==> src/rtl/vga_pkg.sv <==
// Shared timing, colour and cell-geometry constants for the data-memory
// VGA debug window.
package vga_pkg;

    localparam int H_VIS   = 640;
    localparam int H_FP    = 16;
    localparam int H_SYNC  = 96;
    localparam int H_BP    = 48;
    localparam int H_TOTAL = H_VIS + H_FP + H_SYNC + H_BP;

    localparam int V_VIS   = 480;
    localparam int V_FP    = 10;
    localparam int V_SYNC  = 2;
    localparam int V_BP    = 33;
    localparam int V_TOTAL = V_VIS + V_FP + V_SYNC + V_BP;

    localparam int CELL    = 16;

    localparam logic [23:0] COL_WHITE  = 24'hFFFFFF;
    localparam logic [23:0] COL_YELLOW = 24'hFFFF00;
    localparam logic [23:0] COL_BG     = 24'h000040;

endpackage

==> src/rtl/hex_font_rom.sv <==
// 8x8 hex-digit font, one registered glyph row per pixel-enable tick.
// Each glyph is packed top row first, MSB = leftmost pixel.
module hex_font_rom (
    input  logic       clk_i,
    input  logic       rst_i,
    input  logic       ce_i,
    input  logic [3:0] nib_i,
    input  logic [2:0] row_i,
    output logic [7:0] bits_o
);

    localparam logic [63:0] FONT [16] = '{
        64'h3C666E7666663C00, 64'h1838181818187E00,
        64'h3C66060C30607E00, 64'h3C66061C06663C00,
        64'h0C1C3C6C7E0C0C00, 64'h7E607C0606663C00,
        64'h3C607C6666663C00, 64'h7E060C1830303000,
        64'h3C66663C66663C00, 64'h3C66663E060C3800,
        64'h183C66667E666600, 64'h7C66667C66667C00,
        64'h3C66606060663C00, 64'h786C6666666C7800,
        64'h7E60607C60607E00, 64'h7E60607C60606000
    };

    logic [63:0] glyph_w;
    logic [7:0]  row_bits_w;

    assign glyph_w    = FONT[nib_i];
    assign row_bits_w = glyph_w[{~row_i, 3'b000} +: 8];

    always_ff @(posedge clk_i) begin
        if (rst_i)     bits_o <= '0;
        else if (ce_i) bits_o <= row_bits_w;
    end

endmodule

==> src/rtl/vga_mem_display.sv <==
// Renders N_BYTES memory taps as two hex digits per row on a VGA raster,
// snapshotting once per frame and highlighting bytes that changed.
module vga_mem_display
    import vga_pkg::*;
#(
    parameter int N_BYTES = 21,
    parameter int ORG_X   = 16,
    parameter int ORG_Y   = 16,
    parameter int HVIS    = H_VIS,
    parameter int HFP     = H_FP,
    parameter int HSYNC   = H_SYNC,
    parameter int HBP     = H_BP,
    parameter int VVIS    = V_VIS,
    parameter int VFP     = V_FP,
    parameter int VSYNC   = V_SYNC,
    parameter int VBP     = V_BP
) (
    input  logic                   clk,
    input  logic                   rst,
    input  logic                   pix_ce,
    input  logic [8*N_BYTES-1:0]   mem_bytes,
    output logic                   vga_hs,
    output logic                   vga_vs,
    output logic                   vga_blank_n,
    output logic [7:0]             vga_r,
    output logic [7:0]             vga_g,
    output logic [7:0]             vga_b,
    output logic                   frame_start
);

    localparam logic [9:0] H_LAST = 10'(HVIS + HFP + HSYNC + HBP - 1);
    localparam logic [9:0] V_LAST = 10'(VVIS + VFP + VSYNC + VBP - 1);
    localparam logic [9:0] HS_BEG = 10'(HVIS + HFP);
    localparam logic [9:0] HS_END = 10'(HVIS + HFP + HSYNC);
    localparam logic [9:0] VS_BEG = 10'(VVIS + VFP);
    localparam logic [9:0] VS_END = 10'(VVIS + VFP + VSYNC);
    localparam int         CSH    = $clog2(CELL);

    logic [9:0]             hcnt_q, hcnt_d, vcnt_q, vcnt_d;
    logic [8*N_BYTES-1:0]   snap_q, prev_q;
    logic [N_BYTES-1:0]     chg_w;
    logic                   snap_tick;
    logic [9:0]             dx, dy, row_w;
    logic                   in_cell_w, vis_w, hs_w, vs_w, chg_sel;
    logic [7:0]             byte_sel, rom_bits;
    logic [3:0]             nib_w;
    logic [2:0]             gcol_q;
    logic                   cell_q, chg1_q, vis1_q, hs1_q, vs1_q;
    logic                   hs_q, vs_q, blank_n_q;
    logic [23:0]            rgb_q, rgb_d;

    always_comb begin
        hcnt_d = hcnt_q + 10'd1;
        vcnt_d = vcnt_q;
        if (hcnt_q == H_LAST) begin
            hcnt_d = '0;
            vcnt_d = (vcnt_q == V_LAST) ? '0 : vcnt_q + 10'd1;
        end
    end

    // Snapshot on the first pixel of the first blanking line.
    assign snap_tick   = (hcnt_q == '0) && (vcnt_q == 10'(VVIS));
    assign frame_start = pix_ce & snap_tick & ~rst;

    always_comb begin
        for (int k = 0; k < N_BYTES; k++)
            chg_w[k] = snap_q[8*k +: 8] != prev_q[8*k +: 8];
    end

    // Offsets wrap above/left of the origin, so a single unsigned compare
    // rejects both sides of the digit area.
    assign dx        = hcnt_q - 10'(ORG_X);
    assign dy        = vcnt_q - 10'(ORG_Y);
    assign row_w     = dy >> CSH;
    assign in_cell_w = (dx < 10'(2*CELL)) && (row_w < 10'(N_BYTES));
    assign vis_w     = (hcnt_q < 10'(HVIS)) && (vcnt_q < 10'(VVIS));
    assign hs_w      = !((hcnt_q >= HS_BEG) && (hcnt_q < HS_END));
    assign vs_w      = !((vcnt_q >= VS_BEG) && (vcnt_q < VS_END));

    always_comb begin
        byte_sel = '0;
        chg_sel  = 1'b0;
        for (int k = 0; k < N_BYTES; k++) begin
            if (row_w == 10'(k)) begin
                byte_sel = snap_q[8*k +: 8];
                chg_sel  = chg_w[k];
            end
        end
    end

    assign nib_w = dx[4] ? byte_sel[3:0] : byte_sel[7:4];

    hex_font_rom u_rom (
        .clk_i  (clk),
        .rst_i  (rst),
        .ce_i   (pix_ce),
        .nib_i  (nib_w),
        .row_i  (dy[3:1]),
        .bits_o (rom_bits)
    );

    always_comb begin
        rgb_d = '0;
        if (vis1_q) begin
            rgb_d = COL_BG;
            if (cell_q && rom_bits[~gcol_q])
                rgb_d = chg1_q ? COL_YELLOW : COL_WHITE;
        end
    end

    always_ff @(posedge clk) begin
        if (rst) begin
            hcnt_q    <= '0;
            vcnt_q    <= '0;
            snap_q    <= '0;
            prev_q    <= '0;
            gcol_q    <= '0;
            cell_q    <= 1'b0;
            chg1_q    <= 1'b0;
            vis1_q    <= 1'b0;
            hs1_q     <= 1'b1;
            vs1_q     <= 1'b1;
            hs_q      <= 1'b1;
            vs_q      <= 1'b1;
            blank_n_q <= 1'b0;
            rgb_q     <= '0;
        end else if (pix_ce) begin
            hcnt_q <= hcnt_d;
            vcnt_q <= vcnt_d;
            if (snap_tick) begin
                prev_q <= snap_q;
                snap_q <= mem_bytes;
            end
            gcol_q    <= dx[3:1];
            cell_q    <= in_cell_w;
            chg1_q    <= chg_sel;
            vis1_q    <= vis_w;
            hs1_q     <= hs_w;
            vs1_q     <= vs_w;
            hs_q      <= hs1_q;
            vs_q      <= vs1_q;
            blank_n_q <= vis1_q;
            rgb_q     <= rgb_d;
        end
    end

    assign vga_hs      = hs_q;
    assign vga_vs      = vs_q;
    assign vga_blank_n = blank_n_q;
    assign vga_r       = rgb_q[23:16];
    assign vga_g       = rgb_q[15:8];
    assign vga_b       = rgb_q[7:0];

endmodule

==> config.mk <==
export PLATFORM = sky130hd
export DESIGN_NAME = vga_mem_display
export DESIGN_NICKNAME = d
export VERILOG_FILES = /design/src/rtl/vga_pkg.sv /design/src/rtl/hex_font_rom.sv /design/src/rtl/vga_mem_display.sv
export SDC_FILE = /design/constraint.sdc
export NUM_CORES = 1
export LEC_CHECK = 0
export CELL_PAD_IN_SITES_DETAIL_PLACEMENT = 0
export CELL_PAD_IN_SITES_GLOBAL_PLACEMENT = 1
export CORE_UTILIZATION = 47
export DETAILED_ROUTE_END_ITERATION = 12
export DONT_BUFFER_PORTS = 1
export PLACE_DENSITY_LB_ADDON = 0.1
export SYNTH_ARGS = -nofsm -noshare
export SYNTH_HDL_FRONTEND = slang
export SYNTH_HIERARCHICAL = 1
export SYNTH_SLANG_ARGS = --single-unit
==> constraint.sdc <==
create_clock -name clk -period 4.9 [get_ports clk]
set_clock_uncertainty 0.1 [all_clocks]
set_input_delay 0.98 -clock clk [delete_from_list [all_inputs] [get_ports clk]]
set_output_delay 0.98 -clock clk [all_outputs]
set_load 0.01 [all_outputs]
==> impl_metrics.toml, run 1 <==
[cells_and_area]
fillers = 3743
fin_nets = 2446
instances_no_fill = 2801
synthToLayoutAreaGrowth_pct = 8.28
final_layout_size_suffix_gt1_share_pct = 6.46
antenna_cells = 0

[pwr]
powerDensity_nw_per_um2 = 315
p_leak_nw = 6.89
ir_worst_vdd_mv = 0.220
finalPower_w = 0.00621

[critical_path]
critical_path.max_fanout = 14
worstSetupPathType = "register to output pin"
critPathCaptureType = "output pin"
cp.required_ns = 3.82
start_kind = "register"
cp.arrival_ns = 3.47

[die]
core_um2 = 37900
die_h_um = 199
num_rows = 71
fp.dieArea_um2 = 39500
ios = 199
initial_utilization_pct = 48.0
dieWidth_um = 199

[sta]
fmax_mhz = 220
worstMarginPinSlew_ns = 1.52
rsz0062_at_grt = "no"
tns_ns = 0
final-setup-viol-count = 0
max_slew_margin_pct = -1.17
slew_viol_final = 32
final_hold_viol_count = 0
fin_crit_ns = 4.55
fin_crit_sh_pct = 92.9

[grt]
first_global_vias = 14416
grtUsageTotal_pct = 26.7
grt_antenna_before_repair = 0
grt_pass1_wl_um = 82300
overflow = 0
grt_max_degree = 364

[synthesis]
synth_ff_type = "dfxtp_1"
synth_seq_cells = 376
synth_warnings = 6
synthTopCellsByArea = "dfxtp_1, nand2_1, a21oi_1"
mappedNetlistArea_um2 = 18200
async_reset_ff_share_pct = 0
avgSynthCellArea_um2 = 7.71
synth_commonest_cells = "nand2_1, a21oi_1, dfxtp_1"
yosysMostFrequentCell = "nand2_1"
synth_top_cell_area_share_pct = 41.3
syn_inst = 2361
ys_seq_area_share_pct = 41.3
yosysTopAreaCell = "dfxtp_1"
yosysUniqueCellTypes = 83
synth_edf_count = 0

[clock_tree]
cts-buffers-inserted = 42
root_buffer = "clkbuf_16"
hold_buffers = 0
clk_latency_ns = 0.57
cts_setup_buffers = 0
clock_path_buffers = 3
numClockSinks = 376
cts_resized = 0
cts_tree = "yes"
htreeDepth = 2
clk_pin_slew_ns = 0.06

[status]
status = "finished, violations left"
violations = "max-slew violations"

[drt]
vias = 15776
viasPerCell = 5.63
routed_wirelength_um = 53100
dr.first_iter.drc_count = 1208
ant_nets = 0
drtPass1Iterations = 5
routedWlPerCell_um = 19.0
drcViolationCount = 0

[place]
gp_congestion = 0.919
place_inst = 2727
io_buffers = 0
place_hpwl_um = 36700

[min_path]
hp-class = "register to register"

[job]
maxCapViolCount = 0
-- cells in the final DEF, fill, tap and decap left out, types with 7 or more instances in the layout --
cell,n
o21a_1,9
nor2b_1,14
inv_1,20
mux2_2,17
mux2i_1,15
clkinv_2,12
nand2_1,726
ha_1,15
nor3_1,19
nand4_1,28
and3_1,10
nor2_1,69
o22ai_1,23
a31oi_1,10
nand3_1,18
dfxtp_1,374
clkbuf_16,42
a22oi_1,11
xor2_1,110
nand2b_1,20
a32oi_1,10
a221oi_1,8
a21oi_1,377
xnor2_1,77
buf_4,36
clkbuf_1,8
o211ai_1,8
o221ai_1,7
nor4_1,33
o21ai_0,32
-- power by group --
group | internal, W | switching [W] | leakage (nW)
Sequential | 0.00306 | 0.00000777 | 3.03
Combinational | 0.0000161 | 0.0000127 | 3.19
Clock | 0.00183 | 0.00129 | 0.667
Total | 0.00491 | 0.00131 | 6.89
-- routing by layer --
metal	track usage (%)	vias to the layer above	share of wire [%]
met5	0	-	0
met1	38.9	7424	47
li1	-	7783	-
met4	8.58	0	2.5
met3	4.15	86	6.3
met2	40.0	483	44
-- flip-flops by register name (all words and copies together) (netlist names), 3 cells and up --
| register | flops |
|---|---|
| gcol_q | 3 |
| hcnt_q | 10 |
| prev_q | 168 |
| rgb_q | 3 |
| snap_q | 168 |
| u_rom/bits_o | 6 |
| vcnt_q | 10 |
-- stage by stage --
| stage | util, % | cell area, um^2 | setup WS (ns) | hold WS (ns) |
|---|---|---|---|---|
| floorplan | - | 18200 | 0.549 | 0.334 |
| global placement | 48.4 | 18400 | 0.500 | 0.346 |
| detailed placement | 48.4 | 18400 | 0.381 | 0.353 |
| CTS | 52.0 | 19700 | 0.329 | 0.361 |
| global route | 52.0 | 19700 | 0.0558 | 0.376 |
| finish | 52.0 | 19700 | 0.350 | 0.360 |
-- final timing paths --
kind,startpoint,cells after the start,slack [ns],endpoint
worst max-delay path,vcnt_q[5]$_SDFFE_PP0P_,7,0.35,frame_start
worst min-delay path,prev_q[92]$_SDFFE_PP0P_,2,0.36,prev_q[92]$_SDFFE_PP0P_
worst max register to register,vcnt_q[7]$_SDFFE_PP0P_,15,0.36,u_rom/bits_o[6]$_SDFFE_PP0P_
worst min register to register,prev_q[92]$_SDFFE_PP0P_,2,0.36,prev_q[92]$_SDFFE_PP0P_
-- kinds of logic after synthesis --
family	synth area share (%)
AND/OR/NAND/NOR	23.3
AO/OA/AOI/OAI	17.9
flip-flops	41.3
buffers and inverters	5.28
XOR/XNOR	9.00
multiplexers	2.12
adder cells (fa/ha/maj)	1.03
other	0.0206
-- area by class of cell --
cell class / instances / area, um^2 / area share [%]
sequential: 376 / 7530 / 38.2
clock buffer: 56 / 1160 / 5.90
tap: 511 / 639 / 3.24
clock inverter: 18 / 181 / 0.920
inverter: 21 / 78.8 / 0.400
timing repair buffer: 41 / 370 / 1.88
multi-input combinational: 1778 / 9750 / 49.5
-- critical path, stage by stage (launching register included) --
cell	delay, ns
dfxtp_1	0.58
buf_4	0.32
and2_1	0.31
buf_4	0.20
nand4b_1	0.18
nor3_1	0.52
nand4_1	0.47
nor2_1	0.32
No activity file was read; power rests on OpenSTA's default activity.
==> inputs of run 2 (changes only) <==
Settings changed: REMOVE_ABC_BUFFERS set to 1.
==> impl_metrics.toml, run 2 (synthesized netlist as in run 1, its figures left out) <==
[status]
status = "finished clean"

[die]
num_rows = 71
fp.dieArea_um2 = 39500
dieWidth_um = 199
initial_utilization_pct = 48.0
die_h_um = 199
ios = 199
core_um2 = 37900

[grt]
first_global_vias = 14790
overflow = 0
grt_pass1_wl_um = 84800
grt_antenna_before_repair = 2
grt_max_degree = 364
grtUsageTotal_pct = 27.7

[cells_and_area]
final_util_pct = 52.3
layout_commonest_cell = "nand2_1"
fin_nets = 2460
reg.largest.list = "prev_q: 168 flops, snap_q: 168 flops"
most-common-layout-cells = "nand2_1, a21oi_1, dfxtp_1, xor2_1, xnor2_1"
instances_no_fill = 2815
final_layout_size_suffix_gt1_share_pct = 7.16
synthToLayoutAreaGrowth_pct = 8.94
antenna_cells = 0

[critical_path]
path_cells = "nor4b_4 > buf_4 > and3_1 > a221oi_1 > o2111ai_1 > o2111ai_1 > a2111oi_1 > buf_4 > o21a_1 > inv_1 > buf_4 > ha_1 > nor2b_1 > o311ai_2 > a21oi_1 > nor4_1 > o32ai_1"
cpMostUsedCell = "buf_4"
cp.required_ns = 5.22
start_kind = "register"
rr_startpoint = "vcnt_q[4]$_SDFFE_PP0P_"
path_depth = 17
critical_path.max_fanout = 19
cp.arrival_ns = 4.95
critPathCaptureType = "register"
max_stage_delay_ns = 0.68
worstSetupPathType = "register to register"
critPathSlowestCell = "dfxtp_1"
r2r_cells = 17
startpoint = "vcnt_q[4]$_SDFFE_PP0P_"
crit_family = "compound AO/OA/AOI/OAI gates"
path_buf_inv = 4

[drt]
routed_wirelength_um = 55000
drtPass1Iterations = 5
drcViolationCount = 0
dr.first_iter.drc_count = 1356
viasPerCell = 5.67
ant_nets = 0
vias = 15948
routedWlPerCell_um = 19.6

[clock_tree]
cts_setup_buffers = 0
clk_pin_slew_ns = 0.06
numClockSinks = 376
clk_latency_ns = 0.57
root_buffer = "clkbuf_16"
cts-buffers-inserted = 42
htreeDepth = 2
clock_path_buffers = 3
cts_tree = "yes"

[sta]
finalWorstSetupSlack_ns = 0.265
fin_crit_ns = 4.63
slew_viol_final = 0
tns_ns = 0
fmax_mhz = 216
final_hold_viol_count = 0
fin_crit_sh_pct = 94.6
fin_hold_ws_ns = 0.358
worstMarginPinSlew_ns = 1.00
max_slew_margin_pct = 32.5
final-setup-viol-count = 0

[place]
dp_slack_ns = 0.127
gp_congestion = 0.964
io_buffers = 0
place_inst = 2741
place_hpwl_um = 38700

[pwr]
powerDensity_nw_per_um2 = 312
ir_worst_vdd_mv = 0.324
p_leak_nw = 6.95

[min_path]
hold_path_depth = 2
hp-class = "register to register"
holdCritStartpoint = "prev_q[47]$_SDFFE_PP0P_"

[job]
maxCapViolCount = 0
## run 2: cell types whose count changed in the layout (fill, tap and decap cells not counted), moves of 2 or more
cell,before,now
clkinv_4,0,2
clkbuf_1,8,10
clkinv_2,12,7
buf_4,36,50
## run 2: worst register-to-register path: cells and delay by family, from the launching register on
family	cells	cell delay, ns
AO/OA/AOI/OAI	8	1.75
adder cells (fa/ha/maj)	1	0.25
buffers and inverters	4	0.71
flip-flops	1	0.68
AND/OR/NAND/NOR	4	1.01
## run 2: where the power goes
group	total, W	internal [W]	leakage [nW]	switching (W)
logic	0.0000277	0.0000154	3.27	0.0000122
clock network	0.00309	0.00181	0.654	0.00128
registers	0.00307	0.00306	3.03	0.00000706
total	0.00619	0.00489	6.95	0.00130
## run 2: timing repair
item,4_1_cts,5_1_grt
endpoints found under the setup margin,0,6
hold buffers,0,0
gates resized for setup,0,7
## run 2: path summary, 6_finish.rpt
check,endpoint,slack [ns]
max,u_rom/bits_o[6]$_SDFFE_PP0P_,0.27
min,prev_q[47]$_SDFFE_PP0P_,0.36
max reg2reg,u_rom/bits_o[6]$_SDFFE_PP0P_,0.27
min reg2reg,prev_q[47]$_SDFFE_PP0P_,0.36
## run 2: layer usage
layer | routed length [um] | global-route usage [%]
met2 | 25000 | 43.4
met5 | 13 | 0
met3 | 3330 | 5.00
met1 | 25200 | 38.0
met4 | 1500 | 9.43
## run 2: area by class of cell
class | count | area [um^2]
Clock buffer | 59 | 1200
Clock inverter | 15 | 144
Fill cell | 3844 | 18100
Tap cell | 511 | 639
Multi-Input combinational cell | 1778 | 9770
Sequential cell | 376 | 7530
Timing Repair Buffer | 55 | 475
Inverter | 21 | 78.8
## run 2: stage by stage
step                      total power (W)  area, um^2
after CTS                         0.00626       19800
after global routing              0.00638       19800
final                             0.00619       19800
after detailed placement          0.00317       18500
after floorplan                   0.00316       17300
after global placement            0.00317       18500
==> inputs of run 3 (changes only) <==
Settings changed: SETUP_SLACK_MARGIN set to 0.1, SLEW_MARGIN set to 5.
==> impl_metrics.toml, run 3 (synthesized netlist as in run 1, its figures left out) <==
[drt]
viasPerCell = 5.66
drtPass1Iterations = 7
vias = 15943
ant_nets = 0
dr.first_iter.drc_count = 1359
drcViolationCount = 0
routed_wirelength_um = 55000
routedWlPerCell_um = 19.5

[critical_path]
critPathSlowestCell = "a2111oi_1"
cp.arrival_ns = 4.93
path_cells = "buf_4 > and2_1 > nand2_1 > o2111ai_1 > o2111ai_1 > o2111ai_1 > a2111oi_1 > buf_4 > o21a_1 > inv_1 > buf_4 > ha_1 > nor2b_1 > o311ai_2 > o21ai_0 > a211oi_1 > nor4_1"
critical_path.max_fanout = 11
rr_startpoint = "vcnt_q[5]$_SDFFE_PP0P_"
worstSetupPathType = "register to register"
critPathCaptureType = "register"
max_stage_delay_ns = 0.52
start_kind = "register"
startpoint = "vcnt_q[5]$_SDFFE_PP0P_"
r2r_cells = 17
reg2reg_slack_ns = 0.31
cp.required_ns = 5.23
worstReg2RegEnd = "u_rom/bits_o[5]$_SDFFE_PP0P_"

[sta]
fin_crit_sh_pct = 93.8
final_hold_viol_count = 0
slew_viol_final = 0
fin_crit_ns = 4.59
rsz0062_at_grt = "no"
final-setup-viol-count = 0
fmax_mhz = 218
max_slew_margin_pct = 28.2
worstMarginPinSlew_ns = 1.07

[clock_tree]
clock_path_buffers = 3
cts-buffers-inserted = 42
clk_latency_ns = 0.56
htreeDepth = 2
root_buffer = "clkbuf_16"
cts_setup_buffers = 0
clk_pin_slew_ns = 0.06
cts_tree = "yes"
numClockSinks = 376

[cells_and_area]
layout_commonest_cell = "nand2_1"
final_area_um2 = 19800
synthToLayoutAreaGrowth_pct = 9.00
final_layout_size_suffix_gt1_share_pct = 7.29
most-common-layout-cells = "nand2_1, a21oi_1, dfxtp_1, xor2_1, xnor2_1"
fin_nets = 2460
antenna_cells = 0
reg.largest.list = "prev_q: 168 flops, snap_q: 168 flops"
final_util_pct = 52.3

[min_path]
hold_path_depth = 2
hp-class = "register to register"
holdCritStartpoint = "prev_q[103]$_SDFFE_PP0P_"
min_to = "prev_q[103]$_SDFFE_PP0P_"

[pwr]
ir_worst_vdd_mv = 0.324
powerDensity_nw_per_um2 = 312
p_leak_nw = 6.96

[die]
num_rows = 71
fp.dieArea_um2 = 39500
die_h_um = 199
core_um2 = 37900
initial_utilization_pct = 48.0
dieWidth_um = 199
ios = 199

[grt]
grt_pass1_wl_um = 84800
grt_max_degree = 364
overflow = 0
grtUsageTotal_pct = 27.7
grt_antenna_before_repair = 2
first_global_vias = 14790

[place]
gp_congestion = 0.964
postPlaceCellArea_um2 = 18500
io_buffers = 0
place_hpwl_um = 38700

[job]
maxCapViolCount = 0

[status]
status = "finished clean"
run 3: cell types whose count changed in the layout (fill, tap and decap cells not counted):
cell / previous run / this run
nor2_2: 0 / 1
nor2_1: 69 / 68
nor4_2: 3 / 4
dfxtp_2: 3 / 4
nor4_1: 33 / 32
dfxtp_1: 373 / 372
run 3: metal layers:
metal  track usage, %  vias to the layer above  routed length (um)
li1                 -                     7814                   -
met1             38.0                     7595               25200
met2             43.4                      427               24900
met3             5.00                      105                3300
met4             9.43                        2                1540
met5                0                        -                  13
run 3: stage by stage:
stage / hold WS, ns / power (W) / worst slack, ns / cells / setup TNS [ns]
final: 0.361 / 0.00619 / 0.306 / 2815 / 0
after global routing: 0.369 / 0.00638 / 0.0855 / 2815 / 0
after CTS: 0.359 / 0.00626 / 0.122 / 2815 / 0
after detailed placement: 0.353 / 0.00317 / 0.127 / 2741 / 0
after global placement: 0.346 / 0.00317 / 0.234 / 2741 / 0
after floorplan: 0.334 / 0.00316 / -6.71 / 2175 / -1729.43
run 3: final cells by class:
class | count | area [um^2]
clock buffers | 59 | 1200
well taps | 511 | 639
fillers | 3840 | 18100
multi-input cells | 1778 | 9780
repair buffers | 55 | 475
clock inverters | 15 | 144
flip-flops and latches | 376 | 7530
inverters | 21 | 78.8
run 3: where the power goes:
group	switching (W)	internal, W	leakage (nW)	total (W)
clock	0.00128	0.00181	0.654	0.00309
combinational	0.0000123	0.0000155	3.27	0.0000278
sequential	0.00000704	0.00306	3.03	0.00307
run 3: critical path, delay by kind of cell (launching register included):
family                     cells  cell delay, ns
and+or+nand+nor                4            0.73
buffers and inverters          4            0.68
adders and majority gates      1            0.25
AOI/OAI and AO/OA              8            2.23
DFF                            1            0.45
run 3: worst max-delay path by stage:
| stage | end |
|---|---|
| 2_1_floorplan | frame_start |
| 3_3_place_gp | u_rom/bits_o[6]$_SDFFE_PP0P_ |
| 3_5_place_dp | u_rom/bits_o[6]$_SDFFE_PP0P_ |
| 4_1_cts | u_rom/bits_o[6]$_SDFFE_PP0P_ |
| 5_1_grt | u_rom/bits_o[5]$_SDFFE_PP0P_ |
| 6_report | u_rom/bits_o[5]$_SDFFE_PP0P_ |
run 3: timing repair:
| item | in CTS | in global routing |
|---|---|---|
| endpoints found under the hold margin | 0 | 0 |
| setup endpoints to repair | 0 | 6 |
| hold buffers | 0 | 0 |
| gates resized for setup | 0 | 10 |
